--- config.mk ---
export PLATFORM = sky130hd
export DESIGN_NAME = return_stack_flat
export DESIGN_NICKNAME = d
export VERILOG_FILES = /design/src/rtl/return_stack_pkg.sv /design/src/rtl/return_stack_if.sv /design/src/rtl/return_stack_mem.sv /design/src/rtl/return_stack.sv /design/src/flat_wrapper.sv
export SDC_FILE = /design/constraint.sdc
export NUM_CORES = 1
export LEC_CHECK = 0
export CAP_MARGIN = 20
export CORE_UTILIZATION = 65
export CTS_BUF_LIST = sky130_fd_sc_hd__clkbuf_2 sky130_fd_sc_hd__clkbuf_4 sky130_fd_sc_hd__clkbuf_8
export DETAILED_ROUTE_END_ITERATION = 8
export GPL_TIMING_DRIVEN = 0
export PLACE_DENSITY_LB_ADDON = 0.25
export SYNTH_ARGS = -nofsm -noshare
export SYNTH_HDL_FRONTEND = slang
export SYNTH_HIERARCHICAL = 1
export SYNTH_SLANG_ARGS = --single-unit
--- constraint.sdc ---
create_clock -name clk -period 5.8 [get_ports clk]
set_input_delay 0.87 -clock clk [delete_from_list [all_inputs] [get_ports clk]]
set_output_delay 0.87 -clock clk [all_outputs]
set_load 0.02 [all_outputs]
--- src/rtl/return_stack_pkg.sv ---
// Shared sizing defaults and operation decode for the return-address stack.
// CPU_ADDR_W / RSTACK_DEPTH are the defaults the PC unit instantiates with.
package return_stack_pkg;

  localparam int CPU_ADDR_W   = 32;
  localparam int RSTACK_DEPTH = 16;

  typedef enum logic [1:0] {
    OP_NONE,
    OP_PUSH,
    OP_POP,
    OP_REPLACE
  } stack_op_e;

  // push+pop together means "replace the top", not two separate operations
  function automatic stack_op_e decode_op(input logic push, input logic pop);
    case ({push, pop})
      2'b10:   return OP_PUSH;
      2'b01:   return OP_POP;
      2'b11:   return OP_REPLACE;
      default: return OP_NONE;
    endcase
  endfunction

endpackage

--- src/rtl/return_stack_if.sv ---
// Control/data bundle between the PC next-address logic (master) and the
// return-address stack (slave).
interface return_stack_if
  import return_stack_pkg::*;
#(
  parameter int WIDTH = CPU_ADDR_W,
  parameter int DEPTH = RSTACK_DEPTH,
  localparam int PTR_W = $clog2(DEPTH)
);

  logic             en;
  logic             flush;
  logic             push;
  logic             pop;
  logic [WIDTH-1:0] data_in;
  logic [WIDTH-1:0] data_out;
  logic [PTR_W:0]   count;
  logic             empty;
  logic             full;
  logic             overflow;
  logic             underflow;

  modport master (
    output en, flush, push, pop, data_in,
    input  data_out, count, empty, full, overflow, underflow
  );

  modport slave (
    input  en, flush, push, pop, data_in,
    output data_out, count, empty, full, overflow, underflow
  );

endinterface

--- src/rtl/return_stack_mem.sv ---
// DEPTH x WIDTH register file for the return stack: one synchronous write
// port, one asynchronous read port. Contents are deliberately not reset.
module return_stack_mem #(
  parameter int WIDTH = 32,
  parameter int DEPTH = 16,
  localparam int PTR_W = $clog2(DEPTH)
) (
  input  logic             clk,
  input  logic             we,
  input  logic [PTR_W-1:0] wr_addr,
  input  logic [WIDTH-1:0] wr_data,
  input  logic [PTR_W-1:0] rd_addr,
  output logic [WIDTH-1:0] rd_data
);

  logic [WIDTH-1:0] mem [DEPTH];

  always_ff @(posedge clk) begin
    if (we) begin
      mem[wr_addr] <= wr_data;
    end
  end

  assign rd_data = mem[rd_addr];

endmodule

--- src/rtl/return_stack.sv ---
// Parametrised circular return-address stack: pointer/count control, registered
// top-of-stack and, when RSTACK_GUARD_EN is defined, sticky overflow/underflow flags.
module return_stack
  import return_stack_pkg::*;
#(
  parameter int WIDTH = CPU_ADDR_W,
  parameter int DEPTH = RSTACK_DEPTH,
  localparam int PTR_W = $clog2(DEPTH)
) (
  input logic           clk,
  input logic           rst,
  return_stack_if.slave bus
);

  localparam logic [PTR_W:0] COUNT_MAX = (PTR_W + 1)'(DEPTH);

  logic [PTR_W-1:0] ptr;
  logic [PTR_W:0]   count_q;
  logic [WIDTH-1:0] data_q;
  logic [PTR_W-1:0] wr_addr;
  logic [PTR_W-1:0] rd_addr;
  logic [WIDTH-1:0] rd_data;
  logic             mem_we;
  logic             full_w;
  logic             empty_w;
  stack_op_e        op;

  assign op      = decode_op(bus.push, bus.pop);
  assign full_w  = (count_q == COUNT_MAX);
  assign empty_w = (count_q == '0);

  // Replace writes over the current top; a plain push writes the slot above it.
  assign wr_addr = (op == OP_REPLACE) ? ptr : ptr + 1'b1;
  assign rd_addr = ptr - 1'b1;
  assign mem_we  = ~rst & bus.en & ~bus.flush & ((op == OP_PUSH) | (op == OP_REPLACE));

  return_stack_mem #(
    .WIDTH (WIDTH),
    .DEPTH (DEPTH)
  ) u_mem (
    .clk     (clk),
    .we      (mem_we),
    .wr_addr (wr_addr),
    .wr_data (bus.data_in),
    .rd_addr (rd_addr),
    .rd_data (rd_data)
  );

  // A push when full wraps over the oldest entry, so count saturates at DEPTH.
  always_ff @(posedge clk or posedge rst) begin
    if (rst) begin
      ptr     <= '0;
      count_q <= '0;
      data_q  <= '0;
    end else if (bus.en) begin
      if (bus.flush) begin
        ptr     <= '0;
        count_q <= '0;
        data_q  <= '0;
      end else begin
        case (op)
          OP_PUSH: begin
            ptr    <= ptr + 1'b1;
            data_q <= bus.data_in;
            if (!full_w) begin
              count_q <= count_q + 1'b1;
            end
          end
          OP_POP: begin
            if (!empty_w) begin
              ptr     <= ptr - 1'b1;
              data_q  <= rd_data;
              count_q <= count_q - 1'b1;
            end
          end
          OP_REPLACE: begin
            data_q <= bus.data_in;
          end
          default: begin
          end
        endcase
      end
    end
  end

  assign bus.data_out = data_q;
  assign bus.count    = count_q;
  assign bus.empty    = empty_w;
  assign bus.full     = full_w;

`ifdef RSTACK_GUARD_EN
  logic overflow_q;
  logic underflow_q;

  // Flags latch on a lost push or an ignored pop and clear only on rst or flush.
  always_ff @(posedge clk or posedge rst) begin
    if (rst) begin
      overflow_q  <= 1'b0;
      underflow_q <= 1'b0;
    end else if (bus.en) begin
      if (bus.flush) begin
        overflow_q  <= 1'b0;
        underflow_q <= 1'b0;
      end else begin
        if ((op == OP_PUSH) && full_w) begin
          overflow_q <= 1'b1;
        end
        if ((op == OP_POP) && empty_w) begin
          underflow_q <= 1'b1;
        end
      end
    end
  end

  assign bus.overflow  = overflow_q;
  assign bus.underflow = underflow_q;
`else
  assign bus.overflow  = 1'b0;
  assign bus.underflow = 1'b0;
`endif

endmodule

--- src/flat_wrapper.sv ---
// flat-port wrapper written by rule: the top's interface ports become plain ports
module return_stack_flat import return_stack_pkg::*;
#(
  parameter int WIDTH = CPU_ADDR_W,
  parameter int DEPTH = RSTACK_DEPTH,
  localparam int PTR_W = $clog2(DEPTH)
)
  (clk, rst, bus_en, bus_flush, bus_push, bus_pop, bus_data_in, bus_data_out, bus_count, bus_empty, bus_full, bus_overflow, bus_underflow);
  return_stack_if #(.WIDTH(WIDTH), .DEPTH(DEPTH)) bus_i ();
  input logic clk;
  input logic rst;
  input wire logic [$bits(bus_i.en)-1:0] bus_en;
  input wire logic [$bits(bus_i.flush)-1:0] bus_flush;
  input wire logic [$bits(bus_i.push)-1:0] bus_push;
  input wire logic [$bits(bus_i.pop)-1:0] bus_pop;
  input wire logic [$bits(bus_i.data_in)-1:0] bus_data_in;
  output wire logic [$bits(bus_i.data_out)-1:0] bus_data_out;
  output wire logic [$bits(bus_i.count)-1:0] bus_count;
  output wire logic [$bits(bus_i.empty)-1:0] bus_empty;
  output wire logic [$bits(bus_i.full)-1:0] bus_full;
  output wire logic [$bits(bus_i.overflow)-1:0] bus_overflow;
  output wire logic [$bits(bus_i.underflow)-1:0] bus_underflow;
  assign bus_i.en = bus_en;
  assign bus_i.flush = bus_flush;
  assign bus_i.push = bus_push;
  assign bus_i.pop = bus_pop;
  assign bus_i.data_in = bus_data_in;
  assign bus_data_out = bus_i.data_out;
  assign bus_count = bus_i.count;
  assign bus_empty = bus_i.empty;
  assign bus_full = bus_i.full;
  assign bus_overflow = bus_i.overflow;
  assign bus_underflow = bus_i.underflow;
  return_stack #(.WIDTH(WIDTH), .DEPTH(DEPTH)) u_core (.clk(clk), .rst(rst), .bus(bus_i));
endmodule
==> results of run 1 <==
[final cells by class]
type                    instances  area share, %
clock buffers                 117           5.71
multi-input cells             422           19.6
flip-flops and latches        553           65.3
clock inverters                36          0.782
repair buffers                100           4.78
plain buffers                  62           1.45
inverters                       9          0.135
well taps                     442           2.20
[state kept, by name, summed over array words and instances, names as in the netlist]
register             cells
u_core/bus.data_out     32
u_core/u_mem/mem       512
u_core/ptr               4
u_core/bus.count         5
[placed cells by master, fill, tap and decap left out, types with 5 or more instances in the layout]
cell type / instances
xnor2_1: 5
buf_16: 7
buf_12: 6
clkbuf_1: 24
a22oi_1: 64
dfrtp_1: 41
edfxtp_1: 512
clkinv_2: 9
a21oi_1: 5
clkinv_1: 22
clkbuf_4: 28
nand2b_1: 5
nor2_1: 6
clkdlybuf4s50_1: 74
buf_4: 16
clkbuf_8: 89
mux4_2: 128
nor2_4: 12
o31ai_1: 37
o21ai_0: 7
buf_6: 19
buf_1: 10
inv_1: 7
nand2_1: 76
mux2i_1: 32
[stage by stage]
stage               power, W  utilization (%)  instance area (µm²)  hold slack (ns)  TNS [ns]
finish                0.0106             77.0                25100            0.476         0
global placement     0.00743             70.2                22900            0.459   -424.26
floorplan            0.00649                -                21600            0.503         0
CTS                   0.0106             77.0                25100            0.480         0
detailed placement   0.00752             71.9                23500            0.466         0
global route          0.0110             77.0                25100            0.513         0
[per-layer routing]
metal	GRT usage [%]	wire [µm]
met2	47.9	23900
met1	40.2	18600
met3	6.16	4670
met5	1.33	58
met4	11.1	1390
[logic make-up (layout without fill, tap and decap cells)]
| group | after synthesis | after routing | synth area share (%) |
|---|---|---|---|
| AO/OA/AOI/OAI | 128 | 128 | 4.45 |
| buffers and inverters | 71 | 324 | 1.85 |
| other | 1 | 2 | 0.0173 |
| multiplexers | 160 | 160 | 14.8 |
| AND/OR/NAND/NOR | 120 | 120 | 2.45 |
| adder cells (fa/ha/maj) | 4 | 4 | 0.232 |
| XOR/XNOR | 8 | 8 | 0.324 |
| flip-flops | 553 | 553 | 75.9 |
[cell usage after synthesis, drive strengths merged, types with 3 or more instances]
cell type,instances,share of area [%]
a21boi,3,0.12
a21oi,5,0.12
a22oi,64,2.2
buf,38,1.3
clkbuf,24,0.42
dfrtp,41,4.7
edfxtp,512,71
ha,4,0.23
inv,8,0.14
mux2i,32,1.5
mux4,128,13
nand2,76,1.3
nand2b,5,0.14
nor2,18,0.31
nor2b,3,0.087
nor3,6,0.14
o21ai,7,0.16
o31ai,39,1.4
xnor2,5,0.20
xor2,3,0.12
[critical path, stage by stage]
cell             delay [ns]
clkdlybuf4s50_1        0.48
buf_6                  0.20
buf_1                  0.78
a21oi_1                0.19
xor2_1                 0.39
nand3b_1               0.39
nor3_2                 0.85
buf_6                  0.28
buf_6                  0.20
[worst paths after layout]
path	startpoint	slack, ns	end	cells past startpoint
worst min-delay path	u_core/bus.data_out[17]	0.48	u_core/bus.data_out[17]	2
min in group asynchronous	rst	0.57	u_core/bus.data_out[4]	2
worst max register to register	u_core/ptr[0]	2.48	u_core/bus.data_out[20]	10
worst max-delay path	bus_push	1.43	u_core/u_mem/mem[8][16]	9
worst min register to register	u_core/bus.data_out[17]	0.48	u_core/bus.data_out[17]	2
max in group asynchronous	rst	4.67	u_core/bus.data_out[19]	3
[power by group]
group	switching, W	internal (W)	leakage, nW
logic	0.00171	0.00118	2.36
clock network	0.00143	0.00165	0.862
registers	0.0000974	0.00450	5.14
==> flow_summary.ini, run 1 <==
[floorplan]
core_um2 = 32600
ioPinCount = 79
die_w_um = 184
die-area_um2 = 34000
start_util_pct = 66.3
rows = 66
die-height_um = 184

[pwr]
ir_drop_mv = 0.240
p_per_area_nw_per_um2 = 421
p_leak_nw = 8.36

[layout]
fin_nets = 1273
fin_cells = 1741
area_growth_pct = 16.2
drive_gt1_share_pct = 26.2
final-seq-area_um2 = 16400
multi_input_area_um2 = 4930
n_fill_cell = 1695
num_antenna_cells = 0

[global_route]
track_usage_pct = 29.6
antenna_found_initial = 0
grt_pass1_wl_um = 70600
overflow = 0
grt_pass1_vias = 11700
grt_max_degree = 30

[setup_path]
crit_type = primary input to register
worst_setup_path_start_kind = primary input
arrival_ns = 4.66
path_max_fanout = 10
crit_path_end_kind = register
cp_data_required_time_ns = 6.10

[placed_design]
dp_hpwl_um = 30400
dp.cells = 1587
gp_congestion = 0.803
place_ws_ns = 0.942
io_buffers = 74

[clock_tree]
numCtsBuffers = 83
clk_path_buf_depth = 3
insertion_delay_ns = 0.62
cts.clk_slew.worst_paths_ns = 0.06
htreeDepth = 3
cts_root_buf = clkbuf_8
clock-sinks = 553
cts_tree = yes
cts_resized = 0
cts_setup_buffers = 0
ctsHoldBuffers = 0

[timing]
fmax_mhz = 229
slew_headroom_pct = 32.9
finalMaxSlewViolations = 0
worst_pin_slew_ns = 1.01
hold_viol = 0
setup_viol = 0
grt_setup_unrepaired = false
setup_ws_ns = 1.43
min_period_over_period_pct = 75.3
fin_crit_ns = 4.37
skew_ns = 0.0324

[route]
drtAntennaViolNets = 0
vias = 11400
wl_um = 48600
drtIter0Drc = 1318
wl_per_cell_um = 27.9
viasPerCell = 6.53
dr.pass1.iters = 5
drc_errors = 0

[synthesis]
syn-instance-count = 1045
ys.warnings.count = 6
synth-seq-area-share_pct = 75.9
yosys_register_bits = 553
ys.flop_type = edfxtp_1
synth_cell_types = 47
syn-cell-area_um2 = 21600
syn_avg_cell_area_um2 = 20.7
synth_enable_flop_cells = 512
synth-async-reset-ratio_pct = 7.41

[outcome]
status = finished, final reports clean

[min_path]
min_path_type = register to register

[job]
cap_violations = 0
(Power assumes the default switching activity.)
==> inputs of run 2 (changes only) <==
- CORE_UTILIZATION: 65 -> 63
- clock period: 5.8 -> 4.2 ns (I/O delays scaled with it)
==> flow_summary.ini, run 2 (synthesis results as in run 1) <==
[clock_tree]
clk_path_buf_depth = 3
cts_tree = yes
ctsHoldBuffers = 0
clock-sinks = 553
cts_setup_buffers = 0
insertion_delay_ns = 0.63
cts_root_buf = clkbuf_8
htreeDepth = 3
numCtsBuffers = 85
cts_resized = 0
cts.clk_slew.worst_paths_ns = 0.06

[setup_path]
cp_top_family = buffers and inverters
crit_path_end_kind = register
crit_type = primary input to register
critPathBufInv = 5
critPathMaxStageDelay_ns = 0.79
path_max_fanout = 12
worst_setup_path_start_kind = primary input
slowest_stage = buf_1
cp_cell_sequence = clkdlybuf4s50_1 > buf_6 > buf_1 > nor3b_1 > or3b_2 > nor3_4 > buf_16 > buf_8
cp_data_required_time_ns = 4.52
arrival_ns = 4.38

[pwr]
ir_drop_mv = 0.424
p_per_area_nw_per_um2 = 590
p_leak_nw = 8.44

[placed_design]
gp_congestion = 0.769
place_ws_ns = -0.416
dp.cells = 1590
dp_hpwl_um = 31000
io_buffers = 74

[global_route]
grt_max_degree = 30
grt_pass1_wl_um = 73100
overflow = 0
antenna_found_initial = 0
track_usage_pct = 29.2
grt_pass1_vias = 11600

[route]
vias = 11500
drtAntennaViolNets = 0
met1_length_um = 19500
wl_met3_um = 4350
viasPerCell = 6.56
wl_um = 49300
wl_per_cell_um = 28.2
dr.pass1.iters = 7
drtIter0Drc = 1331
drc_errors = 0
highest_layer = met4
wl_met2_um = 24300

[timing]
skew_ns = 0.0182
whs_ns = 0.338
setup_ws_ns = 0.144
finalMaxSlewViolations = 0
min_period_over_period_pct = 96.6
worst_pin_slew_ns = 1.12
setup_viol = 0
fmax_mhz = 247
grt_setup_unrepaired = false
fin_crit_ns = 4.06
hold_viol = 0
slew_headroom_pct = 24.8

[floorplan]
core_um2 = 33600
rows = 67
die-area_um2 = 35100
die-height_um = 187
start_util_pct = 64.3
die_w_um = 187
ioPinCount = 79

[layout]
drive_gt1_share_pct = 27.3
n_fill_cell = 1795
area_growth_pct = 17.0
largest_reg_flops = 512
final_cell_mix = edfxtp_1 (512), mux4_2 (128), clkbuf_8 (98)
regMostFlops = u_core/u_mem/mem
num_antenna_cells = 0
fin_nets = 1271
final_common_cell = edfxtp_1
fin_cells = 1748
fin_util_pct = 75.2

[min_path]
min_path_type = primary input to asynchronous set/reset pin

[outcome]
status = finished, final reports clean

[job]
cap_violations = 0
==> run 2: cell count changes in the layout (fill, tap and decap cells not counted), sizes merged <==
cell    change
buf         -4
clkbuf     +17
clkinv     -12
==> run 2: cell type report <==
| cell class | instances | area (µm²) | area share [%] |
|---|---|---|---|
| clock buffers | 134 | 1620 | 6.40 |
| plain buffers | 62 | 365 | 1.44 |
| clock inverters | 24 | 151 | 0.599 |
| well taps | 448 | 561 | 2.22 |
| multi-input cells | 422 | 4960 | 19.6 |
| flip-flops and latches | 553 | 16400 | 64.9 |
| repair buffers | 96 | 1200 | 4.74 |
| inverters | 9 | 33.8 | 0.134 |
==> run 2: report_power, final <==
group | switching, W | internal [W] | total [W]
logic | 0.00241 | 0.00164 | 0.00405
clock network | 0.00199 | 0.00252 | 0.00451
registers | 0.000137 | 0.00621 | 0.00635
==> run 2: per-stage QoR <==
| step | TNS [ns] | total power (W) | cell area [µm²] |
|---|---|---|---|
| after floorplan | 0 | 0.00896 | 21600 |
| after global placement | -936.60 | 0.0103 | 22900 |
| after detailed placement | -22.33 | 0.0105 | 23500 |
| after CTS | 0 | 0.0149 | 25300 |
| after global routing | 0 | 0.0154 | 25300 |
| final | 0 | 0.0149 | 25300 |
==> run 2: layer usage <==
| layer | vias to the layer above | GRT usage (%) |
|---|---|---|
| met5 | - | 0 |
| li1 | 4736 | - |
| met4 | 0 | 9.14 |
| met3 | 94 | 5.16 |
| met2 | 648 | 46.9 |
| met1 | 5992 | 41.9 |
==> run 2: final timing paths <==
kind / from / end / slack, ns / cells after the start
worst max-delay path: bus_push / u_core/u_mem/mem[0][22] / 0.14 / 8
worst max register to register: u_core/ptr[0] / u_core/bus.data_out[20] / 0.85 / 10
worst min-delay path: rst / u_core/bus.data_out[10] / 0.34 / 2
min in group clk: bus_flush / u_core/ptr[3] / 0.46 / 3
worst min register to register: u_core/bus.data_out[0] / u_core/bus.data_out[0] / 0.48 / 2
max in group asynchronous: rst / u_core/bus.data_out[18] / 3.33 / 3
==> inputs of run 3 (changes only) <==
- GPL_TIMING_DRIVEN: 0 -> 1
==> flow_summary.ini, run 3 (synthesis results as in run 1) <==
[timing]
min_period_over_period_pct = 77.3
hold_viol = 0
setup_viol = 0
tns_ns = 0
fmax_mhz = 308
setup_ws_ns = 0.954
fin_crit_ns = 3.25
skew_ns = 0.0268
slew_headroom_pct = 45.3
grt_setup_unrepaired = false
worst_pin_slew_ns = 0.819
finalMaxSlewViolations = 0

[clock_tree]
cts_setup_buffers = 0
insertion_delay_ns = 0.62
cts_root_buf = clkbuf_8
numCtsBuffers = 85
cts.clk_slew.worst_paths_ns = 0.06
ctsHoldBuffers = 0
cts_tree = yes
clk_path_buf_depth = 3
htreeDepth = 3
cts_resized = 0
clock-sinks = 553

[pwr]
p_int_w = 0.0103
p_clk_share_pct = 30.1
ir_drop_mv = 0.519
p_leak_nw = 8.31
swShare_pct = 29.8
p_sw_w = 0.00437
finalPower_w = 0.0147
p_per_area_nw_per_um2 = 590
combPwrFrac_pct = 26.7
seqPwrFrac_pct = 43.2

[layout]
finalInstanceArea_um2 = 24900
final_common_cell = edfxtp_1
fin_nets = 1234
regMostFlops = u_core/u_mem/mem
num_antenna_cells = 0
n_fill_cell = 1811
largest_reg_flops = 512
drive_gt1_share_pct = 27.8
area_growth_pct = 15.1
final_cell_mix = edfxtp_1 (512), mux4_2 (128), clkbuf_8 (96)

[global_route]
grt_pass1_wl_um = 69500
overflow = 0
track_usage_pct = 27.1
antenna_found_initial = 0
grt_max_degree = 45
grt_pass1_vias = 11700

[setup_path]
crit_type = register to register
arrival_ns = 3.75
worst_setup_path_start_kind = register
crit_path_end_kind = register
path_max_fanout = 23
cp_data_required_time_ns = 4.71

[floorplan]
start_util_pct = 64.3
core_um2 = 33600
die_w_um = 187
die-height_um = 187
rows = 67
die-area_um2 = 35100
ioPinCount = 79

[route]
viasPerCell = 6.48
dr.pass1.iters = 5
vias = 11000
drtAntennaViolNets = 0
drc_errors = 0
drtIter0Drc = 1027
wl_per_cell_um = 26.9
wl_um = 45800

[placed_design]
gp_congestion = 0.823
place_area_um2 = 23200
dp_hpwl_um = 27300
io_buffers = 76
place_ws_ns = 0.530

[job]
cap_violations = 0

[min_path]
min_path_type = primary input to asynchronous set/reset pin

[outcome]
status = finished, final reports clean
-- run 3: cell count changes in the layout (fill, tap and decap cells not counted), moves of 3 or more --
| cell | change |
|---|---|
| clkbuf_1 | -24 |
| buf_4 | +23 |
| buf_1 | -10 |
| buf_6 | -10 |
| buf_16 | -7 |
| buf_8 | -4 |
| clkinv_2 | -4 |
| buf_2 | -3 |
| clkinv_1 | +3 |
-- run 3: power groups by stage --
stage / Combinational (W) / Sequential, W / Clock, W
final: 0.00392 / 0.00634 / 0.00441
after floorplan: 0.00237 / 0.00659 / 0
after global placement: 0.00385 / 0.00645 / 0
after CTS: 0.00392 / 0.00634 / 0.00451
after detailed placement: 0.00390 / 0.00645 / 0
after global routing: 0.00416 / 0.00636 / 0.00474
-- run 3: area by class of cell --
class / count / area (µm²) / area share (%)
Tap cell: 448 / 561 / 2.25
Clock inverter: 19 / 110 / 0.442
Clock buffer: 134 / 1610 / 6.45
Inverter: 9 / 43.8 / 0.176
Multi-Input combinational cell: 422 / 4980 / 20.0
Sequential cell: 553 / 16400 / 65.9
Timing Repair Buffer: 121 / 1190 / 4.78
-- run 3: path summary, 6_finish.rpt --
kind	from	endpoint	slack [ns]	cells after the start
max in group asynchronous	rst	u_core/bus.data_out[20]	3.18	3
min in group clk	u_core/bus.data_out[13]	u_core/bus.data_out[13]	0.47	2
worst min register to register	u_core/bus.data_out[13]	u_core/bus.data_out[13]	0.47	2
worst min-delay path	rst	u_core/bus.data_out[18]	0.47	2
worst max-delay path	u_core/ptr[0]	u_core/bus.data_out[31]	0.95	7
worst max register to register	u_core/ptr[0]	u_core/bus.data_out[31]	0.95	7
-- run 3: worst max-delay path, cell delays in order, from the launching register on --
cell	delay (ns)
dfrtp_1	0.49
nor3_1	0.43
xor2_1	0.51
nor2b_4	0.79
a22oi_1	0.36
nand2_1	0.13
mux2i_1	0.16
o31ai_1	0.27
-- run 3: layer usage --
| layer | GRT usage [%] | up-vias | part of all wire [%] |
|---|---|---|---|
| li1 | - | 4641 | - |
| met1 | 36.4 | 5823 | 39 |
| met2 | 45.5 | 489 | 52 |
| met3 | 4.18 | 95 | 6.2 |
| met4 | 10.8 | 0 | 2.8 |
| met5 | 0 | - | 0 |
-- run 3: metrics by stage --
step | hold slack, ns | std cells | util [%]
2_1_floorplan | 0.503 | 1046 | -
3_3_place_gp | 0.459 | 1552 | 68.9
3_5_place_dp | 0.466 | 1552 | 68.9
4_1_cts | 0.479 | 1705 | 74.0
5_1_grt | 0.493 | 1706 | 74.0
6_report | 0.468 | 1706 | 74.0
